$ cat src/rtl/letc_core_pkg.sv
// Shared memory-pipeline types for the LETC core: op/size/AMO encodings and
// the per-request metadata tracked between memory-1 issue and writeback.
package letc_core_pkg;

  // Widest supported XLEN; metadata carries operands at this width.
  localparam int XLEN_MAX = 64;

  typedef enum logic [1:0] {
    MEM_OP_NOP   = 2'd0,
    MEM_OP_LOAD  = 2'd1,
    MEM_OP_STORE = 2'd2,
    MEM_OP_AMO   = 2'd3
  } mem_op_e;

  typedef enum logic [1:0] {
    MEM_SIZE_BYTE     = 2'd0,
    MEM_SIZE_HALFWORD = 2'd1,
    MEM_SIZE_WORD     = 2'd2,
    MEM_SIZE_DOUBLE   = 2'd3
  } mem_size_e;

  typedef enum logic [3:0] {
    AMO_OP_SWAP = 4'd0,
    AMO_OP_ADD  = 4'd1,
    AMO_OP_AND  = 4'd2,
    AMO_OP_OR   = 4'd3,
    AMO_OP_XOR  = 4'd4,
    AMO_OP_MIN  = 4'd5,
    AMO_OP_MAX  = 4'd6,
    AMO_OP_MINU = 4'd7,
    AMO_OP_MAXU = 4'd8
  } amo_op_e;

  typedef struct packed {
    mem_op_e               op;
    mem_size_e             size;
    logic                  mem_signed;
    logic [2:0]            addr_lo;
    amo_op_e               amo_op;
    logic [XLEN_MAX-1:0]   rs2_val;
  } mem_rsp_meta_s;

endpackage

$ cat src/rtl/letc_core_mem_load_align.sv
// Combinational load lane extraction and sign/zero extension for XLEN 32/64.
// Shared by the response path and any future load-forwarding path.
module letc_core_mem_load_align
  import letc_core_pkg::*;
#(
  parameter int XLEN = 32
) (
  input  mem_size_e        size,
  input  logic             mem_signed,
  input  logic [2:0]       addr_lo,
  input  logic [XLEN-1:0]  data,
  output logic [XLEN-1:0]  result
);

  logic [2:0]      off;
  logic [XLEN-1:0] lane;
  logic [XLEN-1:0] ext_b;
  logic [XLEN-1:0] ext_h;
  logic [XLEN-1:0] ext_w;

  // Byte offset of the addressed lane, aligned down to the access size.
  always_comb begin
    // NOTE: every always_comb output gets a default before any branch so no latch is inferred.
    off = addr_lo;
    if (XLEN == 32) off[2] = 1'b0;
    case (size)
      MEM_SIZE_BYTE:     ;
      MEM_SIZE_HALFWORD: off[0] = 1'b0;
      MEM_SIZE_WORD:     off[1:0] = 2'b00;
      default:           off = 3'b000;
    endcase
  end

  assign lane  = data >> {off, 3'b000};
  assign ext_b = mem_signed ? XLEN'($signed(lane[7:0]))  : XLEN'(lane[7:0]);
  assign ext_h = mem_signed ? XLEN'($signed(lane[15:0])) : XLEN'(lane[15:0]);
  assign ext_w = mem_signed ? XLEN'($signed(lane[31:0])) : XLEN'(lane[31:0]);

  // DOUBLE on a 32-bit core degenerates to WORD.
  always_comb begin
    case (size)
      MEM_SIZE_BYTE:     result = ext_b;
      MEM_SIZE_HALFWORD: result = ext_h;
      MEM_SIZE_WORD:     result = ext_w;
      default:           result = (XLEN == 64) ? lane : ext_w;
    endcase
  end

endmodule

$ cat src/rtl/letc_core_mem_rsp_unit.sv
// In-order DMSS response pairing: metadata FIFO, flush drain, load alignment and
// AMO write data. AMO ALU is built only when LETC_MEM_RSP_AMO_EN is defined.
module letc_core_mem_rsp_unit
  import letc_core_pkg::*;
#(
  parameter  int XLEN  = 32,
  parameter  int DEPTH = 4,
  localparam int CNT_W = $clog2(DEPTH + 1)
) (
  input  logic             clk,
  input  logic             rst_n,
  input  logic             flush,
  input  logic             in_valid,
  output logic             in_ready,
  input  logic [1:0]       in_mem_op,
  input  logic [1:0]       in_mem_size,
  input  logic             in_mem_signed,
  input  logic [2:0]       in_addr_lo,
  input  logic [3:0]       in_amo_op,
  input  logic [XLEN-1:0]  in_rs2_val,
  input  logic             rsp_valid,
  output logic             rsp_ready,
  input  logic [XLEN-1:0]  rsp_data,
  output logic             out_valid,
  input  logic             out_ready,
  output logic [1:0]       out_mem_op,
  output logic [XLEN-1:0]  out_rdata,
  output logic [XLEN-1:0]  out_amo_wdata,
  output logic [CNT_W-1:0] outstanding
);

  localparam int PTR_W = $clog2(DEPTH);

  mem_rsp_meta_s    fifo_mem [DEPTH];
  mem_rsp_meta_s    in_meta;
  mem_rsp_meta_s    head;
  logic [PTR_W-1:0] rd_ptr, wr_ptr;
  logic [CNT_W-1:0] count, pend_cnt, drain_cnt;
  logic             head_valid, head_needs_rsp, slot_free, enq, complete, rsp_hs;
  logic [XLEN-1:0]  head_rs2, load_val, rdata_next, amo_wdata;
  logic             unused_meta;

  always_comb begin
    in_meta.op         = mem_op_e'(in_mem_op);
    in_meta.size       = mem_size_e'(in_mem_size);
    in_meta.mem_signed = in_mem_signed;
    in_meta.addr_lo    = in_addr_lo;
    in_meta.amo_op     = amo_op_e'(in_amo_op);
    in_meta.rs2_val    = XLEN_MAX'(in_rs2_val);
  end

  assign head           = fifo_mem[rd_ptr];
  assign head_rs2       = head.rs2_val[XLEN-1:0];
  assign unused_meta    = ^head;
  assign head_valid     = (count != '0);
  assign head_needs_rsp = (head.op != MEM_OP_NOP);
  assign in_ready       = (count != CNT_W'(DEPTH));
  assign enq            = in_valid && in_ready && !flush;
  assign slot_free      = !out_valid || out_ready;
  assign complete       = head_valid && slot_free && (drain_cnt == '0) && (!head_needs_rsp || rsp_valid);
  assign rsp_ready      = (drain_cnt != '0) || (head_valid && head_needs_rsp && slot_free);
  assign rsp_hs         = rsp_valid && rsp_ready;
  assign outstanding    = count;

  // NOTE: metadata storage has no reset; the pointers and count define which entries are live.
  always_ff @(posedge clk) begin
    if (enq) fifo_mem[wr_ptr] <= in_meta;
  end

  // pend_cnt tracks non-NOP entries so a flush knows how many stale responses to swallow.
  // Upstream must keep drain_cnt + pend_cnt within CNT_W across back-to-back flushes.
  always_ff @(posedge clk or negedge rst_n) begin
    // NOTE: sequential state is written only with non-blocking assignments.
    if (!rst_n) begin
      rd_ptr    <= '0;
      wr_ptr    <= '0;
      count     <= '0;
      pend_cnt  <= '0;
      drain_cnt <= '0;
    end else if (flush) begin
      rd_ptr    <= '0;
      wr_ptr    <= '0;
      count     <= '0;
      pend_cnt  <= '0;
      drain_cnt <= drain_cnt + pend_cnt - CNT_W'(rsp_hs);
    end else begin
      if (enq)      wr_ptr <= wr_ptr + PTR_W'(1);
      if (complete) rd_ptr <= rd_ptr + PTR_W'(1);
      count    <= count + CNT_W'(enq) - CNT_W'(complete);
      pend_cnt <= pend_cnt + CNT_W'(enq && (in_meta.op != MEM_OP_NOP))
                           - CNT_W'(complete && head_needs_rsp);
      if (rsp_hs && (drain_cnt != '0)) drain_cnt <= drain_cnt - CNT_W'(1);
    end
  end

  letc_core_mem_load_align #(.XLEN(XLEN)) u_load_align (
    .size       (head.size),
    .mem_signed (head.mem_signed),
    .addr_lo    (head.addr_lo),
    .data       (rsp_data),
    .result     (load_val)
  );

  always_comb begin
    case (head.op)
      MEM_OP_NOP:   rdata_next = '0;
      MEM_OP_STORE: rdata_next = rsp_data;
      default:      rdata_next = load_val;
    endcase
  end

`ifdef LETC_MEM_RSP_AMO_EN
  logic            amo_word;
  mem_size_e       amo_size;
  logic [XLEN-1:0] amo_a, amo_b, amo_r;

  // Word AMOs run on sign-extended operands; this keeps both signed and unsigned ordering.
  assign amo_word = !((XLEN == 64) && (head.size == MEM_SIZE_DOUBLE));
  assign amo_size = amo_word ? MEM_SIZE_WORD : MEM_SIZE_DOUBLE;
  assign amo_b    = amo_word ? XLEN'($signed(head_rs2[31:0])) : head_rs2;

  letc_core_mem_load_align #(.XLEN(XLEN)) u_amo_align (
    .size       (amo_size),
    .mem_signed (1'b1),
    .addr_lo    (head.addr_lo),
    .data       (rsp_data),
    .result     (amo_a)
  );

  always_comb begin
    case (head.amo_op)
      AMO_OP_ADD:  amo_r = amo_a + amo_b;
      AMO_OP_AND:  amo_r = amo_a & amo_b;
      AMO_OP_OR:   amo_r = amo_a | amo_b;
      AMO_OP_XOR:  amo_r = amo_a ^ amo_b;
      AMO_OP_MIN:  amo_r = ($signed(amo_a) < $signed(amo_b)) ? amo_a : amo_b;
      AMO_OP_MAX:  amo_r = ($signed(amo_a) > $signed(amo_b)) ? amo_a : amo_b;
      AMO_OP_MINU: amo_r = (amo_a < amo_b) ? amo_a : amo_b;
      AMO_OP_MAXU: amo_r = (amo_a > amo_b) ? amo_a : amo_b;
      default:     amo_r = amo_b;
    endcase
    if (amo_word) amo_r = XLEN'($signed(amo_r[31:0]));
  end

  assign amo_wdata = (head.op == MEM_OP_AMO) ? amo_r : head_rs2;
`else
  assign amo_wdata = head_rs2;
`endif

  always_ff @(posedge clk or negedge rst_n) begin
    if (!rst_n) begin
      out_valid     <= 1'b0;
      out_mem_op    <= '0;
      out_rdata     <= '0;
      out_amo_wdata <= '0;
    end else if (flush) begin
      out_valid <= 1'b0;
    end else if (complete) begin
      out_valid     <= 1'b1;
      out_mem_op    <= head.op;
      out_rdata     <= rdata_next;
      out_amo_wdata <= amo_wdata;
    end else if (out_ready) begin
      out_valid <= 1'b0;
    end
  end

  assert property (@(posedge clk) disable iff (!rst_n)
                   !(rsp_valid && !head_valid && (drain_cnt == '0)))
    else $error("DMSS response arrived with no outstanding request");

endmodule

$ cat config.mk
export PLATFORM = sky130hd
export DESIGN_NAME = letc_core_mem_rsp_unit
export DESIGN_NICKNAME = d
export VERILOG_FILES = /design/src/rtl/letc_core_pkg.sv /design/src/rtl/letc_core_mem_load_align.sv /design/src/rtl/letc_core_mem_rsp_unit.sv
export SDC_FILE = /design/constraint.sdc
export NUM_CORES = 1
export LEC_CHECK = 0
export CORE_MARGIN = 5
export CORE_UTILIZATION = 30
export DETAILED_ROUTE_END_ITERATION = 7
export PLACE_DENSITY = 0.47
export SYNTH_ARGS = -nofsm -noshare
export SYNTH_HDL_FRONTEND = slang
export SYNTH_HIERARCHICAL = 1
export SYNTH_SLANG_ARGS = --single-unit
$ cat constraint.sdc
create_clock -name clk -period 4.4 [get_ports clk]
set_input_delay 0.44 -clock clk [delete_from_list [all_inputs] [get_ports clk]]
set_output_delay 0.44 -clock clk [all_outputs]
set_load 0.03 [all_outputs]
==> results.md, run 1 <==
* Relative slew slack at 0.484
* Worst-path maximum fanout at 31
* Initial core utilization at 0.305
* Area of the multi-input gates at 3270 um2
* N_diodes at 0
* Core box area at 33600 um2
* Syn Area/Cell at 17.5 um2
* Post-layout nets at 841
* DR vias at 5755
* H-tree Lvls at 1
* CTS root buf: clkbuf_16
* Post-route ant nets at 0
* Slack of the critical path at 0.798 ns
* Worst EP arrival at 4.02 ns
* Post-CTS Setup Bufs at 0
* Routed Wire Length at 24.9 mm
* Worst-path clk slew at 0.06 ns
* CTS resizes at 0
* Syn Inst Count at 585
* Layout Skew at 0.0100 ns
* Setup TNS at 0 ns
* Peak supply drop at 0.000288 V
* # hold bufs at CTS at 1
* Storage element area at 6690 um2
* Fin crit period at 3.60 ns
* Place WS at 0.785 ns
* DRC viols at 0
* Vias per Instance at 4.75
* Nature of the critical path endpoint: flop
* Max Cap Violations at 0
* Die X at 195 um
* Max incr delay on CP at 0.87 ns
* Die height at 195 um
* WL/cell at 20.5 um
* CTS sink cnt at 236
* CP max stage cell: mux4_2
* CP startpoint kind: flop
* Net Count, Synth at 683
* Fill count at 3105
* Max frequency at 278 MHz
* Synth Cell Area at 10300 um2
* WP data required at 4.81 ns
* CTS tree: done
* Clock Path Buffers at 3
* Dpl hpwl at 16.6 mm
* Worst path cell trace: mux4_2 -> nand2b_1 -> a211o_4 -> nand4_4 -> nand2_2 -> a22o_1 -> mux2_2
* TritonRoute pass-1 iters at 4
* First-pass GRT wire length at 39.1 mm
* GRT Util Overall at 0.130
* Final Cycle Share at 0.819
* Fin. Hold Viols at 0
* Total power at 7480 uW
* Status: finished, final reports clean
* Layout area overhead at 27.8%
* 1st-iter DRT viols at 231
* Die area at 38000 um2
* Initial antenna violation count at 3
* Total grt overflow at 0
* Number of slew-limit violations in the final report at 0
* RSZ-0062 raised after global routing: false
* PortBufs at 148
* PD cells at 570 nW/um2
* Vias in the first global route at 6361
* Critical path class: flop to flop
* Worst-Margin Slew at 0.774 ns
* IO Pins at 154
* Post-layout util at 0.390
* Rows at 67
* CTS buffer count at 27
* Largest net degree at the start of global routing at 46
* Hold WC Path Type: flop to flop
* Final Setup Violations at 0
* Routability congestion estimate at 0.790
* Lkg Pwr at 0.00484 uW
* Share of post-route cells with drive strength above 1 at 0.225
* Clk Latency, worst-skew pair at 0.54 ns
* Synth warnings at 6
## report_power, final
part           internal (uW)  switching [uW]  total [uW]
combinational           1010            1220        2220
clock                   1420             886        2300
sequential              2750             197        2950
total                   5170            2300        7480
## state kept, by name (all words and copies together) (netlist names)
signal / flops
rd_ptr: 2
wr_ptr: 2
pend_cnt: 3
out_mem_op: 2
fifo_mem: 156
outstanding: 3
out_valid: 1
out_amo_wdata: 32
drain_cnt: 3
out_rdata: 32
## layer usage
metal  up-vias  GRT usage  wire length (um)
met2       162      0.214             11800
met1      2950      0.172             10900
met3        38     0.0396              1790
met4         6     0.0240               438
li1       2599          -                 -
met5         -          0                31
## cells in the final DEF, fill, tap and decap left out, types with 2 or more instances in the layout
| cell | n |
|---|---|
| nand2b_1 | 4 |
| clkbuf_8 | 3 |
| mux4_2 | 46 |
| and2_2 | 4 |
| nand3_1 | 3 |
| o22ai_1 | 7 |
| clkinv_1 | 3 |
| xor2_1 | 2 |
| mux2_2 | 27 |
| clkdlybuf4s50_1 | 147 |
| fa_1 | 3 |
| nand2_1 | 12 |
| nor3_1 | 2 |
| nand2_2 | 11 |
| nor2_1 | 9 |
| xnor2_1 | 7 |
| bufinv_16 | 4 |
| clkinv_2 | 6 |
| nor2b_1 | 10 |
| clkbuf_1 | 5 |
| o21ai_0 | 5 |
| edfxtp_1 | 156 |
| inv_1 | 16 |
| buf_4 | 17 |
| and2_1 | 2 |
| a21oi_1 | 25 |
| dfrtp_1 | 78 |
| or3_1 | 2 |
| mux2_1 | 38 |
| nand4_4 | 2 |
| a22o_1 | 32 |
| a221oi_2 | 7 |
| clkbuf_16 | 27 |
| ha_1 | 13 |
## worst paths after layout
| check | from | end | slack, ns | depth (start not counted) |
|---|---|---|---|---|
| worst max-delay path | rd_ptr[0]$_DFFE_PN0P_ | out_rdata[20]$_DFFE_PN0P_ | 0.80 | 7 |
| worst min-delay path | out_amo_wdata[21]$_DFFE_PN0P_ | out_amo_wdata[21]$_DFFE_PN0P_ | 0.49 | 1 |
| worst max register to register | rd_ptr[0]$_DFFE_PN0P_ | out_rdata[20]$_DFFE_PN0P_ | 0.80 | 7 |
| worst min register to register | out_amo_wdata[21]$_DFFE_PN0P_ | out_amo_wdata[21]$_DFFE_PN0P_ | 0.49 | 1 |
| max in group asynchronous | rst_n | out_amo_wdata[7]$_DFFE_PN0P_ | 2.90 | 3 |
| min in group asynchronous | rst_n | out_amo_wdata[30]$_DFFE_PN0P_ | 0.50 | 2 |
## through the flow
stage / cell area [um2] / hold WS, ns / cells
after global routing: 13100 / 0.499 / 1212
after floorplan: 10300 / 0.144 / 585
final: 13100 / 0.487 / 1212
after global placement: 12200 / 0.471 / 1161
after CTS: 13100 / 0.477 / 1212
after detailed placement: 12200 / 0.477 / 1161
## worst max-delay path: cells and delay by family, from the launching register on
family | cells | cell delay [ns]
AOI/OAI and AO/OA | 2 | 0.73
DFF | 1 | 0.62
muxes | 2 | 1.14
and+or+nand+nor | 3 | 0.98
## cell type report
| cell class | instances | area share |
|---|---|---|
| sequential | 236 | 0.510 |
| multi-input combinational | 297 | 0.249 |
| clock buffer | 35 | 0.0561 |
| inverter | 16 | 0.00458 |
| clock inverter | 15 | 0.0144 |
| tap | 448 | 0.0427 |
| timing repair buffer | 165 | 0.123 |
(Power assumes the default switching activity.)
==> inputs of run 2 (changes only) <==
PLACE_DENSITY = 0.49   (was 0.47)
clock period = 3.3 ns   (was 4.4 ns; I/O delays follow)
==> run 2 against run 1 <==
Against the previous run: design area shrank 0.11%; die area is the same; clock power grew 24%; sequential power grew 33%; via count grew 0.28%; setup slack lost 0.48 ns; combinational power grew 35%; count of clock-buffer cells in the layout grew 8; clock skew grew 0.0047 ns; global-route usage shrank 0.056 points; first-iteration DRC count shrank 19%; highest routed layer unchanged.
==> results.md, run 2 (synthesis gave the netlist of run 1 again) <==
* Critical path class: flop to flop
* DRC viols at 0 (unchanged)
* DR vias at 5771 (+0.28%)
* Initial antenna violation count at 1 (-2)
* Commonest non-fill, non-tap cell in the layout: edfxtp_1
* Core box area at 33600 um2 (unchanged)
* Routed Wire Length at 24.8 mm (-0.40%)
* Rows at 67 (unchanged)
* Status: finished, final reports clean
* Number of slew-limit violations in the final report at 0 (unchanged)
* PD cells at 746 nW/um2 (+31%)
* Max frequency at 335 MHz (+21%)
* Die area at 38000 um2 (unchanged)
* Non-filler cells, final at 1210 (-0.17%)
* Layout area overhead at 27.7%
* GRT Util Overall at 0.129 (-0.000561)
* H-tree Lvls at 1 (unchanged)
* Worst-path clk slew at 0.06 ns (about the same)
* Total grt overflow at 0 (unchanged)
* RSZ-0062 raised after global routing: false
* Worst EP arrival at 3.40 ns (-0.62 ns)
* Largest register FFs at 156 (unchanged)
* TritonRoute pass-1 iters at 4 (unchanged)
* Worst reg2reg setup slack at 0.32 ns (-0.48 ns)
* Total power at 9780 uW (+31%)
* Max Cap Violations at 0 (unchanged)
* Hold EP: wr_ptr[1]$_DFFE_PN0P_
* Post-layout nets at 841 (unchanged)
* CTS buffer count at 26 (-3.7%)
* Fin crit period at 2.98 ns (-0.619 ns)
* CTS sink cnt at 236 (unchanged)
* Nature of the critical path endpoint: flop
* R2R Path End: out_rdata[13]$_DFFE_PN0P_
* 1st-iter DRT viols at 186 (-19%)
* First-pass GRT wire length at 38.9 mm (-0.35%)
* Setup TNS at 0 ns (unchanged)
* Worst-path maximum fanout at 13 (-58%)
* Fin. Hold Viols at 0 (unchanged)
* Largest net degree at the start of global routing at 50 (+8.7%)
* Fill count at 3119 (+0.45%)
* Vias in the first global route at 6459 (+1.5%)
* Post-CTS Setup Bufs at 0 (unchanged)
* CP delay by family, top: multiplexers
* Buffers and inverters on the worst path at 1 (+1)
* Top reg by flops: fifo_mem
* Post-route ant nets at 0 (unchanged)
* Worst R2R Start: rd_ptr[0]$_DFFE_PN0P_
* IO Pins at 154 (unchanged)
* Max incr delay on CP at 0.68 ns (-0.19 ns)
* WP data required at 3.72 ns (-1.09 ns)
* Worst hold slack at 0.391 ns (-0.0961 ns)
* Hold WC Path Type: input port to flop
* Layout Skew at 0.0147 ns (+0.00469 ns)
* Die height at 195 um (unchanged)
* Routability congestion estimate at 0.782 (-1.0%)
* Most frequent cells in the layout: edfxtp_1 (156), clkdlybuf4s50_1 (146), dfrtp_1 (78)
* CTS root buf: clkbuf_16
* Final Setup Violations at 0 (unchanged)
* Worst hold path depth at 3 (+2)
* N_diodes at 0 (unchanged)
* Placed Cells at 1162 (+0.086%)
* Clock Path Buffers at 3 (unchanged)
* Lkg Pwr at 0.00482 uW (-0.50%)
* Initial core utilization at 0.305 (unchanged)
* Worst path cell trace: buf_4 -> mux4_2 -> or4_4 -> nand4_4 -> a221oi_2 -> a22o_1 -> mux2_1
* Vias per Instance at 4.77 (+0.44%)
* Final Cycle Share at 0.904 (+0.0852)
* Worst Hold Launch: in_valid
* Relative slew slack at 0.486 (+0.00180)
* Worst-Margin Slew at 0.772 ns (-0.00270 ns)
* Worst Reg-to-Reg Cells at 7 (unchanged)
* CP startpoint kind: flop
* CTS tree: done
* Clk Latency, worst-skew pair at 0.55 ns (about the same)
* Share of post-route cells with drive strength above 1 at 0.220 (-0.00466)
* CP max stage cell: mux4_2
* PortBufs at 148 (unchanged)
* WL/cell at 20.5 um (-0.23%)
* Die X at 195 um (unchanged)
* Dpl hpwl at 15.7 mm (-5.8%)
* Top flop regs: fifo_mem (156), out_amo_wdata (32), out_rdata (32)
* Peak supply drop at 0.000502 V (+75%)
==> run 2: layer usage <==
metal | share of wire | wire [um] | vias up | GRT usage
met2 | 0.49 | 12100 | 167 | 0.219
met3 | 0.068 | 1690 | 37 | 0.0381
met5 | 0.00052 | 13 | - | 0
met4 | 0.018 | 456 | 2 | 0.0253
li1 | - | - | 2594 | -
met1 | 0.43 | 10600 | 2971 | 0.166
==> run 2: where the power goes <==
group	internal [uW]	switching, uW
Clock	1700	1160
Sequential	3670	252
Combinational	1350	1640
Total	6730	3050
==> run 2: layout make-up <==
| cell class | instances | area [um2] | area share |
|---|---|---|---|
| clock buffers | 43 | 786 | 0.0600 |
| clock inverters | 4 | 70.1 | 0.00535 |
| inverters | 16 | 60.1 | 0.00458 |
| multi-input cells | 297 | 3270 | 0.250 |
| flip-flops and latches | 236 | 6690 | 0.511 |
| well taps | 448 | 561 | 0.0428 |
| repair buffers | 166 | 1660 | 0.127 |
==> run 2: tightest hold or removal path: stages <==
cell and delay [ns]:
clkdlybuf4s50_1 0.42, nand3_1 0.08, a21oi_1 0.06
==> run 2: how the worst max path moves through the flow <==
stage	startpoint	to	cells past startpoint
finish	rd_ptr[0]$_DFFE_PN0P_	out_rdata[13]$_DFFE_PN0P_	7
global route	rd_ptr[1]$_DFFE_PN0P_	drain_cnt[2]$_DFFE_PN0P_	11
CTS	rd_ptr[0]$_DFFE_PN0P_	out_rdata[13]$_DFFE_PN0P_	7
detailed placement	rd_ptr[0]$_DFFE_PN0P_	out_rdata[13]$_DFFE_PN0P_	7
global placement	rd_ptr[0]$_DFFE_PN0P_	out_rdata[11]$_DFFE_PN0P_	7
floorplan	rd_ptr[0]$_DFFE_PN0P_	drain_cnt[2]$_DFFE_PN0P_	13
==> run 2: per-stage QoR <==
| stage | setup WS, ns | cell area (um2) | util |
|---|---|---|---|
| after CTS | 0.293 | 13100 | 0.390 |
| after global placement | 0.355 | 12200 | 0.364 |
| after floorplan | 0.0477 | 10300 | - |
| final | 0.317 | 13100 | 0.390 |
| after global routing | 0.165 | 13100 | 0.390 |
| after detailed placement | 0.298 | 12200 | 0.364 |
==> run 2: what timing repair did <==
action	4_1_cts	5_1_grt
hold buffers	1	0
endpoints found under the hold margin	48	0
resized for setup	0	0
